File: src/rtl/prog_loader_pkg.sv
// Shared types and constants for the program loader.
package prog_loader_pkg;

  typedef enum logic [2:0] {
    StIdle,
    StHdr,
    StData,
    StWrite,
    StCsum,
    StRun,
    StErr
  } state_e;

  localparam int unsigned IMEM_AW_DEF    = 8;
  localparam int unsigned IMEM_DW_DEF    = 32;
  localparam int unsigned BYTES_PER_WORD = 4;

endpackage

File: src/rtl/prog_loader_packer.sv
// Assembles MSB-first bytes into an instruction word and counts bytes within the word.
module prog_loader_packer
  import prog_loader_pkg::*;
#(
  parameter int unsigned IMEM_DW = IMEM_DW_DEF
) (
  input  logic               clock,
  input  logic               rst,
  input  logic               clr_i,
  input  logic               shift_en_i,
  input  logic [7:0]         byte_i,
  output logic [IMEM_DW-1:0] word_o,
  output logic               last_o
);

  logic [IMEM_DW-1:0] word_q;
  logic [1:0]         cnt_q;

  always_ff @(posedge clock) begin
    if (rst) begin
      word_q <= '0;
      cnt_q  <= '0;
    end else if (clr_i) begin
      cnt_q <= '0;
    end else if (shift_en_i) begin
      word_q <= {word_q[IMEM_DW-9:0], byte_i};
      cnt_q  <= cnt_q + 2'd1;
    end
  end

  assign word_o = word_q;
  // High while the byte being shifted in completes the word.
  assign last_o = (cnt_q == 2'(BYTES_PER_WORD - 1));

endmodule

File: src/rtl/prog_loader.sv
// Boot loader: parses a header/words/checksum byte stream into instruction memory,
// then releases the core from reset if the checksum matches.
module prog_loader
  import prog_loader_pkg::*;
#(
  parameter int unsigned IMEM_AW = IMEM_AW_DEF,
  parameter int unsigned IMEM_DW = IMEM_DW_DEF
) (
  input  logic               clock,
  input  logic               rst,
  input  logic               start,
  input  logic               byte_valid,
  input  logic [7:0]         byte_data,
  output logic               byte_ready,
  output logic               imem_we,
  output logic [IMEM_AW-1:0] imem_addr,
  output logic [IMEM_DW-1:0] imem_din,
  output logic               cpu_rst,
  output logic               done,
  output logic               err
);

  localparam int unsigned CW = (IMEM_AW + 1 > 8) ? IMEM_AW + 1 : 8;

  state_e             state_q;
  logic [7:0]         n_q;
  logic [7:0]         xor_q;
  logic [IMEM_AW-1:0] addr_q;
  logic               ready_q;
  logic               we_q;
  logic               cpu_rst_q;
  logic               done_q;
  logic               err_q;

  logic          accept;
  logic          begin_load;
  logic          pk_last;
  logic [CW-1:0] wr_cnt_next;
  logic [CW-1:0] n_ext;

  assign accept      = byte_valid & ready_q;
  assign begin_load  = start & (state_q == StIdle || state_q == StRun || state_q == StErr);
  assign wr_cnt_next = CW'(addr_q) + CW'(1);
  assign n_ext       = CW'(n_q);

  prog_loader_packer #(
    .IMEM_DW(IMEM_DW)
  ) u_packer (
    .clock     (clock),
    .rst       (rst),
    .clr_i     (begin_load),
    .shift_en_i(accept && (state_q == StData)),
    .byte_i    (byte_data),
    .word_o    (imem_din),
    .last_o    (pk_last)
  );

  always_ff @(posedge clock) begin
    if (rst) begin
      state_q   <= StIdle;
      n_q       <= '0;
      xor_q     <= '0;
      addr_q    <= '0;
      ready_q   <= 1'b0;
      we_q      <= 1'b0;
      cpu_rst_q <= 1'b1;
      done_q    <= 1'b0;
      err_q     <= 1'b0;
    end else begin
      we_q <= 1'b0;
      case (state_q)
        StIdle, StRun, StErr: begin
          if (start) begin
            state_q   <= StHdr;
            addr_q    <= '0;
            xor_q     <= '0;
            done_q    <= 1'b0;
            err_q     <= 1'b0;
            cpu_rst_q <= 1'b1;
            ready_q   <= 1'b1;
          end
        end
        StHdr: begin
          if (accept) begin
            n_q     <= byte_data;
            xor_q   <= xor_q ^ byte_data;
            state_q <= (byte_data == 8'd0) ? StCsum : StData;
          end
        end
        StData: begin
          if (accept) begin
            xor_q <= xor_q ^ byte_data;
            if (pk_last) begin
              state_q <= StWrite;
              ready_q <= 1'b0;
              we_q    <= 1'b1;
            end
          end
        end
        StWrite: begin
          addr_q  <= addr_q + 1'b1;
          ready_q <= 1'b1;
          state_q <= (wr_cnt_next == n_ext) ? StCsum : StData;
        end
        StCsum: begin
          if (accept) begin
            ready_q <= 1'b0;
            if (byte_data == xor_q) begin
              state_q   <= StRun;
              cpu_rst_q <= 1'b0;
              done_q    <= 1'b1;
            end else begin
              state_q <= StErr;
              err_q   <= 1'b1;
            end
          end
        end
        default: state_q <= StIdle;
      endcase
    end
  end

  assign byte_ready = ready_q;
  assign imem_we    = we_q;
  assign imem_addr  = addr_q;
  assign cpu_rst    = cpu_rst_q;
  assign done       = done_q;
  assign err        = err_q;

endmodule

File: config.mk
export PLATFORM = sky130hd
export DESIGN_NAME = prog_loader
export DESIGN_NICKNAME = d
export VERILOG_FILES = /design/src/rtl/prog_loader_pkg.sv /design/src/rtl/prog_loader_packer.sv /design/src/rtl/prog_loader.sv
export SDC_FILE = /design/constraint.sdc
export NUM_CORES = 1
export LEC_CHECK = 0
export CAP_MARGIN = 20
export CORE_MARGIN = 3
export CORE_UTILIZATION = 54
export CTS_BUF_LIST = sky130_fd_sc_hd__clkbuf_4
export DETAILED_ROUTE_END_ITERATION = 6
export GPL_TIMING_DRIVEN = 0
export PLACE_DENSITY = 0.82
export SYNTH_ARGS = -nofsm -noshare
export SYNTH_HDL_FRONTEND = slang
export SYNTH_SLANG_ARGS = --single-unit
File: constraint.sdc
create_clock -name clock -period 2.3 [get_ports clock]
set_input_delay 0.23 -clock clock [delete_from_list [all_inputs] [get_ports clock]]
set_output_delay 0.23 -clock clock [all_outputs]
set_load 0.01 [all_outputs]
* After elaboration in Yosys (flattened, before gate mapping) *
Cells that the tools add are included.
Widths: inputs -> output; s select.

word-level totals
  memories kept = 0
  input bits = 12
  word-level logic and storage cells = 87
  bits in registers = 66
  bits in latches = 0
  RAM bits = 0
  output and inout bits = 45
  bits in read-only memories = 0

operators by class
  muxes and demuxes = 29
  shift operators = 0
  div/mod/pow operators = 0
  multipliers = 0
  bitwise logic cells = 6
  $lt $le $gt $ge = 0
  reductions and logical operators = 21
  equality and inequality tests = 17
  $add $sub $neg = 3

operator list
  kind                 number
  $pmux 8 s2           2
  $mux 3               7
  $mux 8               2
  $pmux 3 s5           1
  $ne 2x2->1 const B   7
  $mux 1               12
  $reduce_and 5->1     2
  $add 8x1->9 const B  1
  $eq 3x3->1 const B   3
  $eq 9x8->1           1
  $add 8x1->8 const B  1
  $eq 8x8->1           1
  $logic_not 8->1      1
  $reduce_and 4->1     2
  $xor 8x8->8          1
  $eq 3x2->1 const B   2
  $pmux 1 s2           3
  $reduce_and 2->1     3
  $reduce_bool 2->1    3
  $reduce_or 3->1      2
  $pmux 1 s4           1
  $reduce_bool 4->1    1
  $reduce_or 2->1      2
  $eq 3x1->1 const B   1
  other kinds (10)     14

* Depth between registers and ports, before layout *
Gate-level depths: netlist of the first run.

  depth in word-level cells = 6
  depth in mapped cells = 8

* Cells and area by module *
From an unflattened synthesis of the first run, not the netlist that was laid out.

unflattened totals
  cell total of the unflattened synthesis = 368
  area total of the unflattened synthesis = 3339.5 µm²

by module, submodules not included
  module              area each (µm²)  cells each  times used  seq. area each (µm²)
  prog_loader         1955.6           245         1           640.6
  prog_loader_packer  1383.8           123         1           680.7

* Least setup slack after synthesis of the first run *
No wires, ideal clock.

  path kind = register -> register
  from = reg addr_q[0], in the netlist imem_addr[0]
  to = reg state_q[1]
  required time = 2.180 ns
  arrival time = 1.721 ns
  cell stages (with the launch flop) = 9
  period minus slack after synthesis = 1.841 ns
  buffers on the path = 1
  slack = 0.459 ns
  path through = dfxtp_1 > ha_1 > and3_2 > buf_6 > a221oi_2 > a31oi_1 > mux2i_1 > a31oi_1 > o31a_1

on the way
  word-level cells in the longest chain between the ends = 4

RTL lines
  item                    line                source
  from (decl)             prog_loader.sv:28   logic [IMEM_AW-1:0] addr_q;
  from (signal assigned)  prog_loader.sv:101  addr_q <= addr_q + 1'b1;
  $add 8x1->9             prog_loader.sv:43   assign wr_cnt_next = CW'(addr_q) + CW'(1);
  $eq 9x8->1              prog_loader.sv:103  state_q <= (wr_cnt_next == n_ext) ? StCsum : StData;
  $mux 3                  prog_loader.sv:103
  $pmux 3 s5              prog_loader.sv:71   case (state_q)
  to (signal assigned)    prog_loader.sv:74   state_q <= StHdr;
  to (signal assigned)    prog_loader.sv:103
  to (signal assigned)    prog_loader.sv:109  state_q <= StRun;
  to (decl)               prog_loader.sv:25   state_e state_q;

Every way passes these cells.
A chain may end at the register's enable or synchronous reset.

* Final worst setup path of the first run *
Ends and elaborated chain as after synthesis.

==> results.json, run 1 <==
{
  "outcome": "complete, no violations",
  "die_x_um": 83.18,
  "worstMarginPinSlew_ns": 0.6071,
  "firstDrtPassIters": 5,
  "gp_congestion": 0.8766,
  "netlist_area_um2": 3217,
  "clock_skew_ns": 0.01411,
  "start_util_pct": 57.02,
  "overflow": 0,
  "syn-num-nets": 411,
  "critPathMaxFanout": 8,
  "wirelength_um": 8336,
  "htree_levels": 3,
  "cts_tree": "yes",
  "hpwl_um": 5996,
  "grt_max_degree": 13,
  "ys_types": 53,
  "worstSetupEndpointType": "flop",
  "finalHoldViolCount": 0,
  "nNetsFinal": 476,
  "synth_edf_count": 0,
  "final-max-slew-violation-count": 0,
  "async_flop_share_pct": 0,
  "num-fill-cells": 443,
  "die_area_um2": 6919,
  "final_common_cell": "nand2_1",
  "grt_setup_unrepaired": "no",
  "synth_top_cell_by_area": "dfxtp_1",
  "leakage_uw": 0.001478,
  "portBuffers": 54,
  "fmax_ghz": 0.4847,
  "drc": 0,
  "cts_root_buf": "clkbuf_4",
  "grt_pass1_wl_um": 13790,
  "placedCellCount": 523,
  "clk_pin_slew_worst_paths_ns": 0.11,
  "drive_gt1_share_pct": 10.92,
  "cts.repair.resized": 0,
  "stdcell_count": 539,
  "postCtsHoldBufs": 0,
  "cp.arrival_ns": 2.38,
  "worstSetupPathType": "reg -> reg",
  "layout_min_cycle_time_ns": 2.063,
  "synth_flop_cell": "dfxtp_1",
  "synth-seq-area-share_pct": 41.07,
  "ir_drop_uv": 518.9,
  "synth_top_cell_area_share_pct": 41.07,
  "rows": 27,
  "final.setup.tns_ns": 0,
  "routed_via_density": 5.618,
  "worstPathRequired_ns": 2.62,
  "area_delta_synth_final_pct": 26.22,
  "setup-violations-final": 0,
  "clockBufferDepth": 2,
  "avgSynthCellArea_um2": 8.103,
  "diodes": 0,
  "fp.dieH_um": 83.18,
  "final_cell_mix": "nand2_1 (84), dfxtp_1 (66), clkdlybuf4s50_1 (54)",
  "postRouteAntennaNets": 0,
  "io_pins": 57,
  "cts_buffers": 9,
  "post_drt_wl_per_cell_um": 15.47,
  "grt_usage_pct": 24.54,
  "maxCapViolCount": 0,
  "cts_setup_buffers": 0,
  "relSlewSlack_pct": 59.53,
  "period_share_pct": 89.71,
  "syn-instance-count": 397,
  "drt_iter0_drc": 161,
  "vias": 3028,
  "power_density_nw_per_um2": 703.1,
  "ys_ff_latch": 66,
  "yosys_warnings": 0,
  "min_path_type": "in -> reg",
  "synth.area.top_cells": "dfxtp_1 (41%), nand2_1 (9.8%), a21oi_1 (7.8%)",
  "cts_sinks": 66,
  "antenna_found_initial": 0,
  "grt_pass1_vias": 2841,
  "core_area_um2": 5642,
  "cp-start-kind": "flop",
  "clk_latency_ns": 0.42
}
[worst paths after layout]
kind	start	endpoint	slack [ns]	depth (start not counted)
max reg2reg	imem_addr[0]	state_q[1]	0.24	8
min reg2reg	u_packer.word_o[30]	u_packer.word_o[30]	0.47	2
min	start	cpu_rst	0.21	3
max	imem_addr[0]	state_q[1]	0.24	8
[registers in the layout, indices dropped and copies added, names as in the netlist]
name             cells
done                 1
imem_addr            8
state_q              3
err                  1
u_packer.cnt_q       2
byte_ready           1
cpu_rst              1
u_packer.word_o     32
n_q                  8
imem_we              1
xor_q                8
[cell families after synthesis]
kind of cell	count (synthesis)	share of synthesized area [%]
xor gates and xnor gates	26	7.312
buffers and inverters	30	5.523
adders and majority gates	2	0.7778
DFF	66	41.07
muxes	9	2.801
AOI/OAI and AO/OA	99	18.36
and+or+nand+nor	165	24.15
[critical path: stages (launching register included)]
cell and delay (ns):
dfxtp_1 0.40, ha_1 0.29, and3_2 0.24, buf_6 0.13, a221oi_2 0.22, a31oi_1 0.06
mux2i_1 0.21, a31oi_1 0.15, o31a_1 0.26
[stage by stage]
step,total power (uW),area [um2],setup WS (ns),utilization (%),hold slack [ns]
after global routing,2977,4060,0.1289,71.97,0.2440
after detailed placement,1745,3847,0.2510,68.20,0.4530
after floorplan,1594,3217,0.4592,-,0.3387
after CTS,2848,4060,0.2403,71.97,0.2111
after global placement,1730,3847,0.2380,68.20,0.4446
final,2855,4060,0.2367,71.97,0.2070
[cell usage after synthesis (3+ instances only)]
library cell / instances
buf_2: 14
nand3b_1: 6
mux2i_1: 9
a21oi_1: 50
xnor2_1: 16
nand4_1: 4
dfxtp_1: 66
and2_1: 3
buf_6: 5
a311oi_1: 5
nand3_1: 7
o21ai_0: 21
nand2b_1: 5
nand2_1: 84
nor2_1: 32
a31oi_1: 4
xor2_1: 9
o21a_1: 5
nor3_1: 3
clkbuf_1: 8
[area by class of cell]
class	count	area, um2	area share (%)
flip-flops and latches	66	1321	32.54
inverters	2	7.507	0.1849
multi-input cells	301	1718	42.31
clock inverters	6	137.6	3.390
plain buffers	28	170.2	4.191
clock buffers	10	75.07	1.849
well taps	72	90.09	2.219
repair buffers	54	540.5	13.31
[layer usage]
layer  track usage [%]  vias up  wire, um
li1                  -     1499         -
met1             32.36     1429      3907
met2             39.43       86      3904
met3             5.258       14       389
met4             9.212        0       136
met5                 0        -         0
[power by group]
part | switching [uW] | internal, uW | total, uW
clock | 447 | 678 | 1120
combinational | 308 | 212 | 520
sequential | 27.1 | 1180 | 1210
total | 782 | 2070 | 2850
Power figures use the tool's default switching activity.
==> run 2, diff against run 1 <==
Settings changed: ABC_CLOCK_PERIOD_IN_PS set to 2300, CORE_UTILIZATION 54 to 55, DONT_BUFFER_PORTS set to 1, PLACE_DENSITY 0.82 to 0.7, RECOVER_POWER set to 50.
==> run 2 against run 1 <==
- clock skew fell by 0.0040 ns
- critical path type unchanged
- power down 19%
- highest routed layer unchanged
- clock power down 43%
- cell count down 8.3%
- global-route usage is essentially flat
- critical endpoint unchanged
==> results.json, run 2 (synthesis results as in run 1) <==
{
  "cts_buffers": 9,
  "grt_setup_unrepaired": "no",
  "min_path_type": "in -> reg",
  "ir_drop_uv": 470.4,
  "period_share_pct": 90.95,
  "cts_root_buf": "clkbuf_4",
  "finalHoldWorstSlack_ns": 0.02847,
  "grt_usage_pct": 24.55,
  "drc": 0,
  "vias": 2898,
  "grt_pass1_vias": 2497,
  "clk_pin_slew_worst_paths_ns": 0.11,
  "routed_via_density": 5.866,
  "portBuffers": 0,
  "critPathMaxFanout": 8,
  "grt_pass1_wl_um": 12490,
  "power_density_nw_per_um2": 664.5,
  "gp_congestion": 0.8955,
  "cp-start-kind": "flop",
  "overflow": 0,
  "cts_tree": "yes",
  "die_area_um2": 6802,
  "final_cell_mix": "nand2_1 (84), dfxtp_1 (66), a21oi_1 (50)",
  "core_area_um2": 5574,
  "cts_setup_buffers": 0,
  "nNetsFinal": 431,
  "postRouteAntennaNets": 0,
  "fp.dieH_um": 82.48,
  "drive_gt1_share_pct": 10.90,
  "drt_iter0_drc": 152,
  "leakage_uw": 0.001268,
  "relSlewSlack_pct": 58.12,
  "num-fill-cells": 519,
  "worstSetupPathType": "reg -> reg",
  "clk_latency_ns": 0.41,
  "cts.repair.resized": 0,
  "worst-r2r-setup-slack_ns": 0.21,
  "finalHoldViolCount": 0,
  "die_x_um": 82.48,
  "antenna_found_initial": 0,
  "start_util_pct": 57.71,
  "area_delta_synth_final_pct": 8.752,
  "final_common_cell": "nand2_1",
  "cp.arrival_ns": 2.40,
  "worstSetupEndpointType": "flop",
  "maxCapViolCount": 0,
  "final-max-slew-violation-count": 0,
  "final.setup.tns_ns": 0,
  "fmax_ghz": 0.4781,
  "diodes": 0,
  "wirelength_um": 8128,
  "worstMarginPinSlew_ns": 0.6282,
  "clock_skew_ns": 0.01010,
  "htree_levels": 3,
  "io_pins": 57,
  "firstDrtPassIters": 5,
  "rows": 27,
  "setup-violations-final": 0,
  "layout_min_cycle_time_ns": 2.092,
  "post_drt_wl_per_cell_um": 16.45,
  "largest_register_ffs": 32,
  "grt_max_degree": 12,
  "hpwl_um": 5434,
  "outcome": "complete, no violations",
  "worstPathRequired_ns": 2.61,
  "clockBufferDepth": 2,
  "cts_sinks": 66
}
-- run 2: what timing repair did --
action                                  in CTS  in global routing
endpoints found under the setup margin       0                  0
endpoints found under the hold margin       22                  0
hold buffers                                 9                  0
-- run 2: metrics by stage --
step	cell area (um2)	setup WS [ns]	instances	utilization (%)	power, uW
4_1_cts	3506	0.2411	494	62.90	2340
2_1_floorplan	3217	0.4592	397	-	1594
5_1_grt	3498	0.1004	494	62.76	2435
6_report	3498	0.2082	494	62.76	2325
3_5_place_dp	3307	0.2552	469	59.33	1686
3_3_place_gp	3307	0.3136	469	59.33	1673
-- run 2: area by class of cell --
type | count | area, um2 | area share (%)
inverter | 2 | 7.507 | 0.2146
buffer | 28 | 167.7 | 4.793
sequential | 66 | 1321 | 37.77
multi-input combinational | 301 | 1713 | 48.96
tap | 72 | 90.09 | 2.575
clock inverter | 6 | 33.78 | 0.9657
clock buffer | 10 | 75.07 | 2.146
timing repair buffer | 9 | 90.09 | 2.575
-- run 2: final timing paths --
path / start / endpoint / cells past startpoint
worst min register to register: u_packer.cnt_q[1] / u_packer.cnt_q[1] / 2
worst min-delay path: byte_data[1] / state_q[2] / 3
worst max-delay path: imem_addr[0] / state_q[1] / 8
worst max register to register: imem_addr[0] / state_q[1] / 8
-- run 2: per-layer routing --
| layer | wire length (um) | GRT usage (%) | vias up | share of wire, % |
|---|---|---|---|---|
| met1 | 3677 | 33.24 | 1336 | 45 |
| met5 | 0 | 0 | - | 0 |
| met4 | 151 | 7.973 | 0 | 1.9 |
| met3 | 693 | 8.351 | 17 | 8.5 |
| li1 | - | - | 1408 | - |
| met2 | 3606 | 36.54 | 137 | 44 |
-- run 2: where the power goes --
| part | switching [uW] | leakage (uW) | internal, uW | total, uW |
|---|---|---|---|---|
| clock | 416 | 0.0000612 | 225 | 641 |
| sequential | 36.7 | 0.000533 | 1180 | 1220 |
| combinational | 285 | 0.000674 | 179 | 464 |
-- run 2: critical path, stage by stage, from the launching register on --
cell and delay, ns:
dfxtp_1 0.43, ha_1 0.31, and3_2 0.23, buf_6 0.13
a221oi_2 0.24, a31oi_1 0.07, mux2i_1 0.19, a31oi_1 0.14
o31a_1 0.25
